## src/rtl/qmod_pkg.sv

```systemverilog
//==============================================================================
// Module      : qmod_pkg
// Description : Shared state encoding and result codes for the serial
//               magnitude comparator.
// Revision    : 1.0 - initial release
//==============================================================================
`default_nettype none

package qmod_pkg;

    typedef enum logic [0:0] {
        SCAN   = 1'b0,
        RESULT = 1'b1
    } state_t;

    // Result codes, laid out as {gt, eq, lt}
    localparam logic [2:0] CMP_GT = 3'b100;
    localparam logic [2:0] CMP_EQ = 3'b010;
    localparam logic [2:0] CMP_LT = 3'b001;

endpackage : qmod_pkg

`default_nettype wire

```

## src/rtl/greater_than.sv

```systemverilog
//==============================================================================
// Module      : greater_than
// Description : Single-bit unsigned greater-than stage (gt = a > b).
// Revision    : 1.0 - initial release
//==============================================================================
`default_nettype none

module greater_than (
    input  logic a,
    input  logic b,
    output logic gt
);

    assign gt = a & ~b;

endmodule : greater_than

`default_nettype wire

```

## src/rtl/serial_greater_than_bitcmp.sv

```systemverilog
//==============================================================================
// Module      : serial_greater_than_bitcmp
// Description : Per-bit decision terms: whether the operand bits differ and,
//               if they do, whether A is the larger one.
// Revision    : 1.0 - initial release
//==============================================================================
`default_nettype none

module serial_greater_than_bitcmp (
    input  logic a_i,
    input  logic b_i,
    output logic differ_o,
    output logic a_wins_o
);

    logic w_a_gt_b;
    logic w_b_gt_a;

    greater_than u_gt_ab (
        .a  (a_i),
        .b  (b_i),
        .gt (w_a_gt_b)
    );

    greater_than u_gt_ba (
        .a  (b_i),
        .b  (a_i),
        .gt (w_b_gt_a)
    );

    assign differ_o = w_a_gt_b | w_b_gt_a;
    assign a_wins_o = w_a_gt_b;

endmodule : serial_greater_than_bitcmp

`default_nettype wire

```

## src/rtl/serial_greater_than.sv

```systemverilog
//==============================================================================
// Module      : serial_greater_than
// Description : Bit-serial MSB-first unsigned magnitude comparator with
//               valid/ready handshakes on the bit input and the result output.
// Revision    : 1.0 - initial release
//==============================================================================
`default_nettype none

module serial_greater_than
    import qmod_pkg::*;
#(
    parameter int MAX_BITS = 32,
    parameter int CNT_W    = $clog2(MAX_BITS + 1)
) (
    input  logic             clk,
    input  logic             reset,
    input  logic             in_valid,
    output logic             in_ready,
    input  logic             in_a,
    input  logic             in_b,
    input  logic             in_last,
    output logic             out_valid,
    input  logic             out_ready,
    output logic             out_gt,
    output logic             out_eq,
    output logic             out_lt,
    output logic [CNT_W-1:0] out_nbits,
    output logic             out_ovf
);

    localparam logic [CNT_W-1:0] C_MAX = CNT_W'(MAX_BITS);

    state_t           state_q;
    logic             in_ready_q;
    logic             out_valid_q;
    logic             out_gt_q;
    logic             out_eq_q;
    logic             out_lt_q;
    logic [CNT_W-1:0] out_nbits_q;
    logic             out_ovf_q;
    logic             decided_q;
    logic             gt_q;
    logic [CNT_W-1:0] count_q;
    logic             ovf_q;

    logic             decided_d;
    logic             gt_d;
    logic [CNT_W-1:0] count_d;
    logic             ovf_d;
    logic             w_accept;
    logic             w_differ;
    logic             w_a_wins;
    logic             w_count_full;

    serial_greater_than_bitcmp u_bitcmp (
        .a_i      (in_a),
        .b_i      (in_b),
        .differ_o (w_differ),
        .a_wins_o (w_a_wins)
    );

    assign w_accept     = in_valid & in_ready_q;
    assign w_count_full = (count_q == C_MAX);

    // Values after absorbing the current beat; the first differing bit wins.
    always_comb begin
        decided_d = decided_q;
        gt_d      = gt_q;
        count_d   = count_q;
        ovf_d     = ovf_q;
        if (w_accept) begin
            if (!decided_q && w_differ) begin
                decided_d = 1'b1;
                gt_d      = w_a_wins;
            end
            if (w_count_full) begin
                ovf_d = 1'b1;
            end else begin
                count_d = count_q + 1'b1;
            end
        end
    end

    always_ff @(posedge clk or posedge reset) begin
        if (reset) begin
            state_q     <= SCAN;
            in_ready_q  <= 1'b1;
            out_valid_q <= 1'b0;
            out_gt_q    <= 1'b0;
            out_eq_q    <= 1'b0;
            out_lt_q    <= 1'b0;
            out_nbits_q <= '0;
            out_ovf_q   <= 1'b0;
            decided_q   <= 1'b0;
            gt_q        <= 1'b0;
            count_q     <= '0;
            ovf_q       <= 1'b0;
        end else begin
            case (state_q)
                SCAN: begin
                    decided_q <= decided_d;
                    gt_q      <= gt_d;
                    count_q   <= count_d;
                    ovf_q     <= ovf_d;
                    if (w_accept && in_last) begin
                        state_q     <= RESULT;
                        in_ready_q  <= 1'b0;
                        out_valid_q <= 1'b1;
                        out_gt_q    <= decided_d & gt_d;
                        out_lt_q    <= decided_d & ~gt_d;
                        out_eq_q    <= ~decided_d;
                        out_nbits_q <= count_d;
                        out_ovf_q   <= ovf_d;
                    end
                end
                RESULT: begin
                    if (out_ready) begin
                        state_q     <= SCAN;
                        in_ready_q  <= 1'b1;
                        out_valid_q <= 1'b0;
                        out_gt_q    <= 1'b0;
                        out_eq_q    <= 1'b0;
                        out_lt_q    <= 1'b0;
                        out_nbits_q <= '0;
                        out_ovf_q   <= 1'b0;
                        decided_q   <= 1'b0;
                        gt_q        <= 1'b0;
                        count_q     <= '0;
                        ovf_q       <= 1'b0;
                    end
                end
                default: begin
                    state_q <= SCAN;
                end
            endcase
        end
    end

    assign in_ready  = in_ready_q;
    assign out_valid = out_valid_q;
    assign out_gt    = out_gt_q;
    assign out_eq    = out_eq_q;
    assign out_lt    = out_lt_q;
    assign out_nbits = out_nbits_q;
    assign out_ovf   = out_ovf_q;

endmodule : serial_greater_than

`default_nettype wire

```

## config.mk

```make
export PLATFORM = sky130hd
export DESIGN_NAME = serial_greater_than
export DESIGN_NICKNAME = d
export VERILOG_FILES = /design/src/rtl/qmod_pkg.sv /design/src/rtl/greater_than.sv /design/src/rtl/serial_greater_than_bitcmp.sv /design/src/rtl/serial_greater_than.sv
export SDC_FILE = /design/constraint.sdc
export NUM_CORES = 1
export LEC_CHECK = 0
export CORE_ASPECT_RATIO = 1.25
export CORE_UTILIZATION = 53
export CTS_BUF_LIST = sky130_fd_sc_hd__clkbuf_8
export CTS_CLUSTER_DIAMETER = 50
export DETAILED_ROUTE_END_ITERATION = 6
export PLACE_DENSITY = 0.8
export SETUP_SLACK_MARGIN = 0.4
export SYNTH_ARGS = -nofsm -noshare
export SYNTH_HDL_FRONTEND = slang
export SYNTH_SLANG_ARGS = --single-unit
export TNS_END_PERCENT = 30
```

## constraint.sdc

```tcl
create_clock -name clk -period 2.2 [get_ports clk]
set_clock_uncertainty 0.1 [all_clocks]
set_input_delay 0.44 -clock clk [delete_from_list [all_inputs] [get_ports clk]]
set_output_delay 0.44 -clock clk [all_outputs]
set_load 0.01 [all_outputs]
```

; ---- Word level (Yosys, flattened, before mapping)
; Cells that the tools add are included.
[totals]
reg_bits = 22
latch_bits = 0
ramBits = 0
rom_bits = 0
inputBits = 7
out_inout_bits = 12
elab_cells = 63
n_memories = 0
[classes]
n_addsub = 1
mul = 0
div = 0
order_cmp = 0
eq_ne = 3
shift = 0
mux = 32
bitwise = 11
n_reduce_logical = 4
[op_table]
columns = operator, count
row1 = 2-to-1 mux 6 bit, 4
row2 = one-hot mux 6 bit (2 select lines), 2
row3 = one-hot mux 1 bit (2 select lines), 10
row4 = 2-to-1 mux 1 bit, 16
row5 = "adder 6 x 1 -> 6 bit, second input constant", 1
row6 = "== test 6 bit, second input constant", 1
row7 = bitwise AND 1 bit, 5
row8 = inverter 1 bit, 5
row9 = "inequality test 2 bit, second input constant", 2
row10 = logical AND 1 bit, 2
row11 = AND reduction 2 bit, 1
row12 = zero test 1 bit, 1
row13 = bitwise OR 1 bit, 1

; ---- Longest topological paths before layout
; Gate-level depths: netlist (run 1).
[logic_depth]
word_depth = 10
depth_mapped = 6
mapped_depth_nobuf = 5

; ---- Modules after synthesis
; From an unflattened synthesis (run 1), not the netlist that was laid out.
[hier_totals]
hier_cells = 109
hier_area_um2 = 1103.6
[by_module_without_submodules]
columns = module, instances, cells_per_inst, area_each_um2, seq_area_each_um2
row1 = serial_greater_than, 1, 106, 1069.8, 551.8
row2 = greater_than, 2, 1, 13.8, 0.0
row3 = serial_greater_than_bitcmp, 1, 1, 6.3, 0.0

; ---- Worst setup path before layout (run 1)
; Ideal clock, no wire load.
[synth_timing]
kind = reg2reg
startpoint = reg in_ready_q (netlist: in_ready)
endpoint = reg out_nbits_q[5] (netlist: out_nbits[5])
setup_time_ns = 0.121
t_arrival_ns = 1.356
required_time_ns = 1.979
path_slack_ns = 0.623
path_stages_with_launch = 7
path_buffers = 2
period_less_slack_ns = 1.577
cell_sequence = dfstp_2 -> and2_4 -> buf_6 -> and3_4 -> buf_6 -> a21oi_4 -> a22o_1
[synth_between]
elab_chain_cells = 4
elab_cells_between_ends = 7
cone_classes = eq/ne (1) / mux (3) / bitwise (1) / reduce/logical (2)
[synth_lines]
columns = element, line
row1 = from (decl), serial_greater_than.sv:34  ; logic in_ready_q;
row2 = from (signal assigned), serial_greater_than.sv:87  ; in_ready_q <= 1'b1;
row3 = from (signal assigned), serial_greater_than.sv:107  ; in_ready_q <= 1'b0;
row4 = from (signal assigned), serial_greater_than.sv:119  ; in_ready_q <= 1'b1;
row5 = bitwise AND 1 bit *, serial_greater_than.sv:62  ; assign w_accept = in_valid & in_ready_q;
row6 = 2-to-1 mux 6 bit or logical AND 1 bit (tied branches), "serial_greater_than.sv:71, serial_greater_than.sv:105"
row7 = 2-to-1 mux 6 bit or inequality test 2 bit (tied branches), -
row8 = one-hot mux 6 bit (2 select lines) or AND reduction 2 bit (tied branches), -
row9 = to (signal assigned), serial_greater_than.sv:112  ; out_nbits_q <= count_d;
row10 = to (decl), serial_greater_than.sv:39  ; logic [CNT_W-1:0] out_nbits_q;
; Mark *: on every way between the ends. The rest lies on a longest branch, timed or not. The select of a mux whose other input is x is not followed.
; A chain may end at the register's enable or synchronous reset.

; ---- Worst setup path in the final report (run 1)
[layout_timing]
startpoint = in in_a
endpoint = reg out_lt_q (netlist: out_lt)
[layout_between]
elab_chain_cells = 10
elab_cells_between_ends = 13
cone_classes = mux (6) / bitwise (6) / reduce/logical (1)
[layout_lines]
columns = element, line
row1 = from (decl), serial_greater_than.sv:19  ; input logic in_a,
row2 = inverter 1 bit, greater_than.sv:14  ; assign gt = a & ~b;
row3 = bitwise AND 1 bit, greater_than.sv:14
row4 = bitwise OR 1 bit, serial_greater_than_bitcmp.sv:31  ; assign differ_o = w_a_gt_b | w_b_gt_a;
row5 = logical AND 1 bit, serial_greater_than.sv:72  ; if (!decided_q && w_differ) begin
row6 = 2-to-1 mux 1 bit, serial_greater_than.sv:72
row7 = 2-to-1 mux 1 bit, serial_greater_than.sv:71  ; if (w_accept) begin
row8 = inverter 1 bit, serial_greater_than.sv:110  ; out_lt_q <= decided_d & ~gt_d;
row9 = bitwise AND 1 bit *, serial_greater_than.sv:110
row10 = 2-to-1 mux 1 bit *, serial_greater_than.sv:105  ; if (w_accept && in_last) begin
row11 = one-hot mux 1 bit (2 select lines) *, serial_greater_than.sv:99  ; case (state_q)
row12 = to (signal assigned), serial_greater_than.sv:110
row13 = to (decl), serial_greater_than.sv:38  ; logic out_lt_q;
; Marked as above.

==> results.md, run 1 <==
- Status: finished clean
- Final min period: 1.786 ns
- Final worst path period share: 0.8119
- Initial antenna violation count: 0
- Fillers: 124
- Seq. cell area: 551.8 um2
- Worst-Margin Slew: 0.3480 ns
- Startpoint types: input port
- IR drop worst, VDD: 518.2 uV
- CP Max Fanout: 3
- Max cap viols: 0
- CTS root buffer: clkbuf_8
- Worst setup slack after layout: 0.4139 ns
- I/O pins: 19
- Routability congestion estimate: 0.7430
- Setup violators final: 0
- Num CTS Buffers: 3
- Die height: 52.58 um
- Clock slew at reported path FFs: 0.08 ns
- Std cell rows: 17
- Overall Global Routing Usage: 0.2513
- Worst setup EP type: register
- Core area: 0.001851 mm2
- CP Class: in2reg
- Initial DRC Count: 15
- Htree depth: 1
- GRT overflow: 0
- Post-DR wirelength/cell: 16.62 um
- Starting density of the core: 0.5862
- Routed Antenna Nets: 0
- Port bufs: 18
- Layout cells sized above 1: 0.1406
- Top-count cell post-synth: dfrtp_1
- Routed vias/inst: 6.061
- First-pass GRT wire length: 4133 um
- Nets: 139
- Top post-synthesis cells by area: dfrtp_1 (48%), o21ai_0 (4.6%), nand2_1 (4.5%)
- Synthesized Nets: 116
- Top cell type's share of synthesized area: 0.4844
- Synth cell types: 33
- CTS tree: built
- Post-synthesis cell area: 0.001085 mm2
- Drt first pass iters: 4
- Die X: 42.47 um
- Fmax: 0.5599 GHz
- Ant diodes: 0
- Area growth syn-to-layout: 25.26%
- Clk buf depth: 2
- Leak: 0.5877 nW
- Dpl ws: 0.05608 ns
- Synth async-reset ratio: 1.000
- Drt drc: 0
- Post-synth EDFFs: 0
- Die area: 0.002233 mm2
- Worst-skew pair later-pin latency: 0.27 ns
- Syn avg cell area: 10.23 um2
- CP arrival: 1.89 ns
- Max-slew headroom: 0.7672
- Yosys reg bits: 22
- Dominant synthesized flop cell: dfrtp_1
- Detail Placement HPWL: 1708 um
- Worst R2R Setup Slack: 0.55 ns
- Cells after Synth: 106
- RSZ-0062 raised after global routing: true
- Fin Setup TNS: 0 ns
- Seq/Total Area, Yosys: 0.5087
- Vias in the first global route: 885
- Hold Vio Cnt, Final: 0
- Routed WL: 2443 um
- Yosys synthesis warning count: 0
- Routed vias: 891
- Area of the multi-input gates: 496.7 um2
- Max Slew Vio Count: 0
- Hold-fix buffers, CTS: 0
- Hold Path Class: reg2reg
- Commonest cells in the netlist: dfrtp_1 (21), nand2_1 (13), o21ai_0 (10)
- Pwr dens: 533.3 mW/mm2
- Clock sinks: 22
- Largest area contributor in the netlist: dfrtp_1
- Req. time, crit path: 2.31 ns
- Largest net degree at the start of global routing: 23
- Postcts setup bufs: 0
[worst max-delay path, cell delays in order]
cell and delay, ns:
clkdlybuf4s50_1 0.53, ha_4 0.23, nor3_2 0.23, mux2i_2 0.31
a22o_1 0.16
[state kept, by name (all words and copies together), names as in the netlist]
signal,cells
count_q,6
out_nbits,6
decided_q,1
gt_q,1
in_ready,1
out_eq,1
out_gt,1
out_lt,1
out_ovf,1
out_valid,1
ovf_q,1
state_q,1
[worst paths after layout]
kind	from	cells after the start	endpoint
min	in_ready	2	in_ready
max in group asynchronous	reset	3	in_ready
max reg2reg	in_ready	4	out_lt
min reg2reg	in_ready	2	in_ready
min in group asynchronous	reset	3	out_valid
max	in_a	5	out_lt
[per-layer routing]
| layer | global-route usage | wire [um] |
|---|---|---|
| met1 | 0.3386 | 1086 |
| met2 | 0.3949 | 1221 |
| met3 | 0.03448 | 71 |
| met4 | 0.1302 | 65 |
| met5 | 0 | 0 |
[area by class of cell]
cell class | instances | area share
clock buffer | 4 | 0.04052
inverter | 8 | 0.02210
multi-input combinational | 73 | 0.3656
sequential | 22 | 0.4061
tap | 19 | 0.01750
timing repair buffer | 21 | 0.1483
[repair_timing]
action / 4_1_cts / 5_1_grt
gates cloned: 0 / 0
pin swaps: 0 / 3
resized for setup: 1 / 4
setup endpoints to repair: 4 / 4
[power breakdown]
| part | internal (W) | total (W) | switching, W | leakage [nW] |
|---|---|---|---|---|
| registers | 0.000404 | 0.000404 | 0.0000000000000000000805 | 0.293 |
| logic | 0.0000142 | 0.0000305 | 0.0000163 | 0.266 |
| clock network | 0.000160 | 0.000290 | 0.000130 | 0.0288 |
| total | 0.000578 | 0.000725 | 0.000147 | 0.588 |
[metrics by stage]
| stage | power (W) | std cells | hold slack (ns) | utilization | instance area, um2 |
|---|---|---|---|---|---|
| after floorplan | 0.0004206 | 106 | 0.3285 | - | 1085 |
| after global placement | 0.0004382 | 143 | 0.3588 | 0.6937 | 1284 |
| after detailed placement | 0.0004397 | 143 | 0.3696 | 0.6937 | 1284 |
| after CTS | 0.0007259 | 147 | 0.3831 | 0.7228 | 1338 |
| after global routing | 0.0007474 | 147 | 0.4108 | 0.7343 | 1359 |
| final | 0.0007247 | 147 | 0.3817 | 0.7343 | 1359 |
[kinds of logic after synthesis]
| kind of cell | Yosys count | synth area share |
|---|---|---|
| AO/OA/AOI/OAI | 34 | 0.2134 |
| XOR/XNOR | 3 | 0.02423 |
| adder cells (fa/ha/maj) | 3 | 0.03461 |
| buffers and inverters | 11 | 0.05305 |
| flip-flops | 22 | 0.5087 |
| multiplexers | 1 | 0.009228 |
| AND/OR/NAND/NOR | 32 | 0.1569 |
[cells in the final DEF, fill, tap and decap left out, types with 2 or more instances in the layout]
cell type	synthesis	layout
a21oi_1	6	6
a22o_1	3	3
a31oi_1	4	4
and3_4	2	2
buf_4	0	3
clkbuf_8	0	4
clkdlybuf4s50_1	0	17
dfrtp_1	21	21
ha_1	3	2
inv_1	8	8
nand2_1	13	13
nand2b_1	2	2
nand3_1	2	2
nor2_1	5	5
nor3_2	1	2
o21ai_0	10	9
o22ai_1	2	2
o2bb2ai_1	3	3
xnor2_1	2	2
Note: power is estimated with default switching activity, not from simulation.
==> run 2: changes to the inputs <==
CORE_UTILIZATION = 48   (was 53)
PLACE_DENSITY = 0.77   (was 0.8)
clock period = 1.6 ns   (was 2.2 ns; I/O delays follow)
==> run 2 against run 1 <==
Effect of this change: register-to-register slack worse by 0.48 ns; cell count increased by 22%; worst setup slack got worse by 0.34 ns; routed wire length is 23% higher; combinational power is 48% higher; clock power rose by 39%; hold slack worse by 0.098 ns; first-iteration DRC count grew to 2.6 times the previous value; highest routed layer unchanged.
==> results.md, run 2 (synthesis gave the netlist of run 1 again) <==
- Status: finished clean (unchanged)
- Port bufs: 18 (unchanged)
- GRT overflow: 0 (unchanged)
- Routed Antenna Nets: 0 (unchanged)
- Die height: 55.15 um (was 52.58 um)
- Worst-Margin Slew: 0.3178 ns (was 0.3480 ns)
- Die X: 44.52 um (was 42.47 um)
- Nets: 161 (was 139)
- Die area: 0.002455 mm2 (was 0.002233 mm2)
- Overall Global Routing Usage: 0.2594 (was 0.2513)
- Delay-heaviest family, CP: flip-flops (was buffers and inverters)
- Initial DRC Count: 39 (was 15)
- Pwr dens: 612.3 mW/mm2 (was 533.3 mW/mm2)
- Hold Path Class: in2async (was reg2reg)
- Core area: 0.002049 mm2 (was 0.001851 mm2)
- Routed vias/inst: 5.639 (was 6.061)
- First-pass GRT wire length: 4519 um (was 4133 um)
- CP arrival: 1.63 ns (was 1.89 ns)
- Final worst path period share: 0.9540
- Num CTS Buffers: 3 (unchanged)
- Initial antenna violation count: 0 (unchanged)
- Drt drc: 0 (unchanged)
- Std cell rows: 18 (was 17)
- Post-DR wirelength/cell: 16.74 um (was 16.62 um)
- Clock slew at reported path FFs: 0.08 ns (about the same)
- Hold Vio Cnt, Final: 0 (unchanged)
- GR Layer Usage met1: 0.3409 (was 0.3386)
- Req. time, crit path: 1.71 ns (was 2.31 ns)
- Cell area after layout: 0.001638 mm2 (was 0.001359 mm2)
- GRT met2 Usage: 0.4510 (was 0.3949)
- Largest stage delay, worst path: 0.56 ns (was 0.53 ns)
- Area growth syn-to-layout: 50.98% (was 25.26%)
- I/O pins: 19 (unchanged)
- Placement Cell Area: 0.001403 mm2 (was 0.001284 mm2)
- CTS tree: built (unchanged)
- Pwr Total: 0.001003 W (was 0.0007247 W)
- Worst setup EP type: register (unchanged)
- Most frequent cells in the layout: dfrtp_1 (20), buf_4 (20), nand2_1 (11), dlygate4sd2_1 (9) (was dfrtp_1 (21), clkdlybuf4s50_1 (17), nand2_1 (13), o21ai_0 (9), inv_1 (8))
- GR Util met3: 0.02922 (was 0.03448)
- GRT Max-Usage Layer: met2 (unchanged)
- Seq. cell area: 553.0 um2 (was 551.8 um2)
- Drt first pass iters: 4 (unchanged)
- Worst path slowest cell: dfstp_2 (was clkdlybuf4s50_1)
- RSZ-0062 raised after global routing: true (unchanged)
- Htree depth: 1 (unchanged)
- Clk buf depth: 2 (unchanged)
- Fmax: 0.6551 GHz
- Routability congestion estimate: 0.8482 (was 0.7430)
- Area of the multi-input gates: 608.1 um2 (was 496.7 um2)
- Detail Placement HPWL: 1783 um (was 1708 um)
- Setup violators final: 0 (unchanged)
- CP Max Fanout: 7 (was 3)
- Vias in the first global route: 962 (was 885)
- Ant diodes: 0 (unchanged)
- Starting density of the core: 0.5293 (was 0.5862)
- Routed vias: 1,015 (was 891)
- Worst-skew pair later-pin latency: 0.26 ns (was 0.27 ns)
- Clock sinks: 22 (unchanged)
- Leak: 0.7797 nW (was 0.5877 nW)
- Largest net degree at the start of global routing: 23 (unchanged)
- Final min period: 1.526 ns
- Routed WL: 3014 um (was 2443 um)
- Max Slew Vio Count: 0 (unchanged)
- CP Class: reg2reg (was in2reg)
- Worst Path Buf+Inv: 1 (unchanged)
- Fillers: 118 (was 124)
- Max-slew headroom: 0.7854 (was 0.7672)
- Final Core Density: 0.7991 (was 0.7343)
- IR drop worst, VDD: 565.0 uV (was 518.2 uV)
- CTS root buffer: clkbuf_8 (unchanged)
- Crit-path cells: and2_4, nand3_4, buf_4, nor2_2, a22o_1 (was clkdlybuf4s50_1, ha_4, nor3_2, mux2i_2, a22o_1)
- Max cap viols: 0 (unchanged)
- Layout cells sized above 1: 0.4067 (was 0.1406)
- Hold-fix buffers, CTS: 0 (unchanged)
- Startpoint types: register (was input port)
==> run 2: timing repair <==
action                     4_1_cts  5_1_grt
gates resized for setup         47       21
hold endpoints to repair         0        0
buffers inserted                 6        2
pin swaps                        3        8
setup endpoints to repair       34       34
==> run 2: cell type report <==
cell class | instances | area share
inverter | 8 | 0.01833
sequential | 22 | 0.3377
multi-input combinational | 73 | 0.3713
timing repair buffer | 43 | 0.2162
clock buffer | 4 | 0.03361
tap | 30 | 0.02292
==> run 2: layer usage <==
metal,part of all wire,vias to the layer above
li1,-,467
met1,0.42,505
met2,0.52,39
met3,0.051,4
met4,0.0083,0
met5,0,-
==> run 2: worst reg2reg max path: stages (launching register included) <==
cell and delay, ns:
dfstp_2 0.56, and2_4 0.21, nand3_4 0.15, buf_4 0.19, nor2_2 0.13, a22o_1 0.13
==> run 2: power breakdown <==
part           internal [W]  leakage [nW]            switching [W]   total, W
clock network      0.000220        0.0288                 0.000183   0.000402
registers          0.000555         0.292  0.000000000000000000138   0.000555
logic             0.0000193         0.459                0.0000258  0.0000452
total              0.000794         0.780                 0.000209    0.00100
==> run 2: stage by stage <==
step	hold WS [ns]	cells	worst slack, ns	TNS, ns
after floorplan	0.2085	106	0.04564	0
after global placement	0.3586	168	-0.3111	-2.161
after detailed placement	0.3636	168	-0.3524	-2.515
after CTS	0.2917	178	0.1122	0
after global routing	0.3170	180	-0.05183	-0.05183
final	0.2842	180	0.07355	0
==> run 2: final timing paths <==
| kind | start | slack (ns) | depth (start not counted) | endpoint |
|---|---|---|---|---|
| worst max-delay path | in_ready | 0.07 | 5 | out_lt |
| worst min-delay path | reset | 0.28 | 3 | out_valid |
| worst max register to register | in_ready | 0.07 | 5 | out_lt |
| worst min register to register | out_valid | 0.39 | 2 | out_valid |
| max in group asynchronous | reset | 0.84 | 3 | in_ready |
| min in group clk | out_valid | 0.39 | 2 | out_valid |
==> RTL edit 1: new RTL, flow settings as in run 2 <==
One comparison of `count_q` changes from == to >=.
--- a/src/rtl/serial_greater_than.sv
+++ b/src/rtl/serial_greater_than.sv
@@ -60,7 +60,7 @@
     );
 
     assign w_accept     = in_valid & in_ready_q;
-    assign w_count_full = (count_q == C_MAX);
+    assign w_count_full = (count_q >= C_MAX);
 
     // Values after absorbing the current beat; the first differing bit wins.
     always_comb begin
Check against the original RTL: same outputs for any inputs over 10 cycles, from zero or initial values and one cycle with reset high; that may be too few to reach the edited logic, so the function may still have changed.
==> RTL edit 1 against run 2 <==
- the run now ends with setup timing left
- count of clock-buffer cells in the layout fell by 1
- area after synthesis rose by 6.1%
- total power rose by 13%
- wire length fell by 8.7%
- core utilization fell by 9.5 points
- setup slack got worse by 0.092 ns
- final cell count rose by 3.3%
- global-route usage fell by 1.8 points
- design area fell by 3.9%
- clock power rose by 29%
- sequential cell count did not move
- critical path type unchanged
- largest power group unchanged
- highest routed layer unchanged
==> RTL edit 1: results (changes against run 2) <==
[outcome]
outcome=complete, but fails checks
violations=setup timing

[cts]
cts_setup_buffers=5  ; -1
ctsResizeCount=18  ; -62%

[synth]
yosys-top-cells-count=dfrtp_1, inv_1, nand2_1, nand3_1, a21oi_1
synth_fp_nets=125  ; +7.8%
yosys-top-cells-area=dfrtp_1, mux2i_1, nand3_1
yosys.cell_types.count=38  ; +15%
synth_adder_area_share=0.0326  ; -0.00199

[worst_setup_path]
cp-startpoint=in_ready$_DFFE_PP1P_
worstPathArrival_ns=1.72  ; +0.09 ns
cp-endpoint=out_nbits[4]$_DFFE_PP0P_
cp_top_family=simple AND/OR/NAND/NOR gates
crit_fanout=5  ; -2

[final_layout]
finalNetCount=166  ; +3.1%
finalNonFillerCells=186  ; +3.3%
drive_above_1_share=0.316  ; -0.0905

[pwr]
vdd_drop_max_mv=0.689  ; +22%
p_switching_mw=0.213  ; +2.2%
p_clk_mw=0.518  ; +29%
p_per_area_mw_per_mm2=717  ; +17%
pwr-share-comb=0.049  ; +0.004

[timing]
slew_headroom=0.811  ; +0.0257
worst_slack_ns=-0.0189  ; -0.0925 ns
finalSetupViolations=2  ; +2
holdWs_ns=0.291  ; +0.00707 ns

[route]
drt_iter0_drc=47  ; +21%
viasPerCell=5.53  ; -1.9%

[global_route]
first_global_vias=976  ; +1.5%
grt_pass1_wl_um=4560  ; +0.91%

[place]
place_hpwl_um=1820  ; +1.8%
routabilityCongestion=0.864  ; +1.8%
pre_cts_ws_ns=-0.417  ; -0.0645 ns

[hold_path]
min_path_type=input pin to asynchronous set/reset pin

RTL edit 1: changes by cell type in the layout (fill, tap and decap cells not counted), sizes merged, moves of 3 or more:
cell         delta
a22o            -3
a31oi           -3
buf             +6
dlygate4sd2     -6
mux2i           +3
nand2           -5
nand3           +5
nand4b          +3
o21ai           -3
o2bb2ai         -3
RTL edit 1: per-layer routing:
layer	track usage	vias up	part of all wire
met5	0	-	0
met3	0.0289	4	0.037
met1	0.337	512	0.45
li1	-	487	-
met4	0.0840	0	0.0065
met2	0.378	26	0.51
RTL edit 1: per-stage QoR:
stage                     utilization  TNS [ns]
after floorplan                     -         0
after global placement          0.651     -3.51
after detailed placement        0.651     -3.90
after CTS                       0.704         0
after global routing            0.704    -0.226
final                           0.704   -0.0341
RTL edit 1: final cells by class:
class,count,area (sq um)
clock buffers,3,41.3
multi-input cells,76,547
fillers,183,661
repair buffers,43,328
flip-flops and latches,22,552
clock inverters,1,30.0
well taps,31,38.8
inverters,10,37.5
==> RTL edit 2: new RTL, flow settings as in run 2 <==
Without the edit above. The parameter `MAX_BITS` goes from 32 to 16.
--- a/src/rtl/serial_greater_than.sv
+++ b/src/rtl/serial_greater_than.sv
@@ -9,7 +9,7 @@
 module serial_greater_than
     import qmod_pkg::*;
 #(
-    parameter int MAX_BITS = 32,
+    parameter int MAX_BITS = 16,
     parameter int CNT_W    = $clog2(MAX_BITS + 1)
 ) (
     input  logic             clk,
Ports: changed (resized out_nbits); port bits go from 19 to 18. No check against the original RTL was run, so the function may have changed too.
==> RTL edit 2 against run 2 <==
- design area down 7.0%
- largest cell class unchanged
- critical path depth stayed put
- count of clock-buffer cells in the layout unchanged
- area after synthesis increased by 0.12%
- setup slack lost 0.060 ns
- wire length is 11% lower
- via count barely moved
- total power shrank 4.0%
- sequential cell count down 2
- final cell count down 1.1%
- largest power group unchanged
- global-route usage decreased by 1.3 points
==> RTL edit 2: results (changes against run 2) <==
[outcome]
outcome=finished, final reports clean

[worst_setup_path]
worstPathArrival_ns=1.68  ; +0.05 ns
r2r_end=out_nbits[2]$_DFFE_PP0P_
rrSetupSlack_ns=0.01  ; -0.06 ns
cp_top_family=simple AND/OR/NAND/NOR gates
cp_slowest_cell=dfrtp_1
cp-startpoint=count_q[0]$_DFFE_PP0P_
max_stage_delay_ns=0.42  ; -0.14 ns

[final_layout]
finalNetCount=159  ; -1.2%
multi_input_area_share=0.378  ; +0.00639
seq_area_frac=0.329  ; -0.00843
fill_cells=155  ; +31%
buf_share=0.213  ; -0.00355
regArea_sq_um=502  ; -9.3%
drive_above_1_share=0.324  ; -0.0823
diodes=0  ; unchanged
finalNonFillerCells=178  ; -1.1%
nNonClkBuffers=40  ; -7.0%
multi_input_cells=76  ; +4.1%
clock_area_frac=0.0361  ; +0.00251

[global_route]
grt_max_degree=14  ; -39%
grt_pass1_wl_um=4380  ; -3.1%
grt_use_total=0.246  ; -0.0134
first_global_vias=1029  ; +7.0%

[synth]
yosysSeqAreaShare=0.462  ; -0.0467
yosys.cell_types.count=35  ; +6.1%
synth_fp_nets=122  ; +5.2%
yosys-top-cells-area=dfrtp_1, nand3_1, nand2_1
yosys-top-cells-count=dfrtp_1, nand2_1, nand3_1
synth_top_area_share=0.438  ; -0.0466
synth-seq-cells=20  ; -9.1%
synth_area_per_cell_sq_um=9.70  ; -5.2%

[route]
viasPerCell=5.71  ; +1.2%
wl_per_cell_um=15.0  ; -10%
drt_iter0_drc=16  ; -59%

[timing]
holdWs_ns=0.216  ; -0.0685 ns
timing.final.crit_share=0.992  ; +0.0375
slew_headroom=0.789  ; +0.00353

[pwr]
p_per_area_mw_per_mm2=632  ; +3.2%
pwr-share-comb=0.066  ; +0.021
vdd_drop_max_mv=0.604  ; +6.9%
leakage_nw=0.714  ; -8.4%
powerSeq_mw=0.508  ; -8.5%
switching_share=0.212  ; +0.00401

[place]
placed_cells=170  ; +1.2%
pre_cts_ws_ns=-0.451  ; -0.0987 ns
place_hpwl_um=1820  ; +2.2%
routabilityCongestion=0.871  ; +2.7%
place_area_sq_mm=0.00141  ; +0.71%
port_buffers=17  ; -1

[cts]
cts_setup_buffers=2  ; -4
ctsResizeCount=30  ; -36%

-- RTL edit 2: cell count changes in the layout (fill, tap and decap cells not counted), sizes merged, moves of 3 or more --
| cell | before | now |
|---|---|---|
| nand3 | 3 | 11 |
| a22o | 3 | 0 |
| buf | 31 | 28 |
| o2bb2ai | 3 | 0 |
| o21ai | 10 | 4 |
-- RTL edit 2: cell families after synthesis --
| group | after synthesis | share of synthesized area |
|---|---|---|
| flip-flops | 20 | 0.462 |
| buffers and inverters | 16 | 0.0726 |
| AND/OR/NAND/NOR | 41 | 0.225 |
| AO/OA/AOI/OAI | 30 | 0.188 |
| multiplexers | 2 | 0.0184 |
| adder cells (fa/ha/maj) | 3 | 0.0346 |
-- RTL edit 2: layer usage --
metal	GRT usage	vias to the layer above	part of all wire
met4	0.0960	0	0.011
li1	-	483	-
met2	0.444	30	0.52
met1	0.297	497	0.42
met5	0	-	0
met3	0.0325	6	0.043
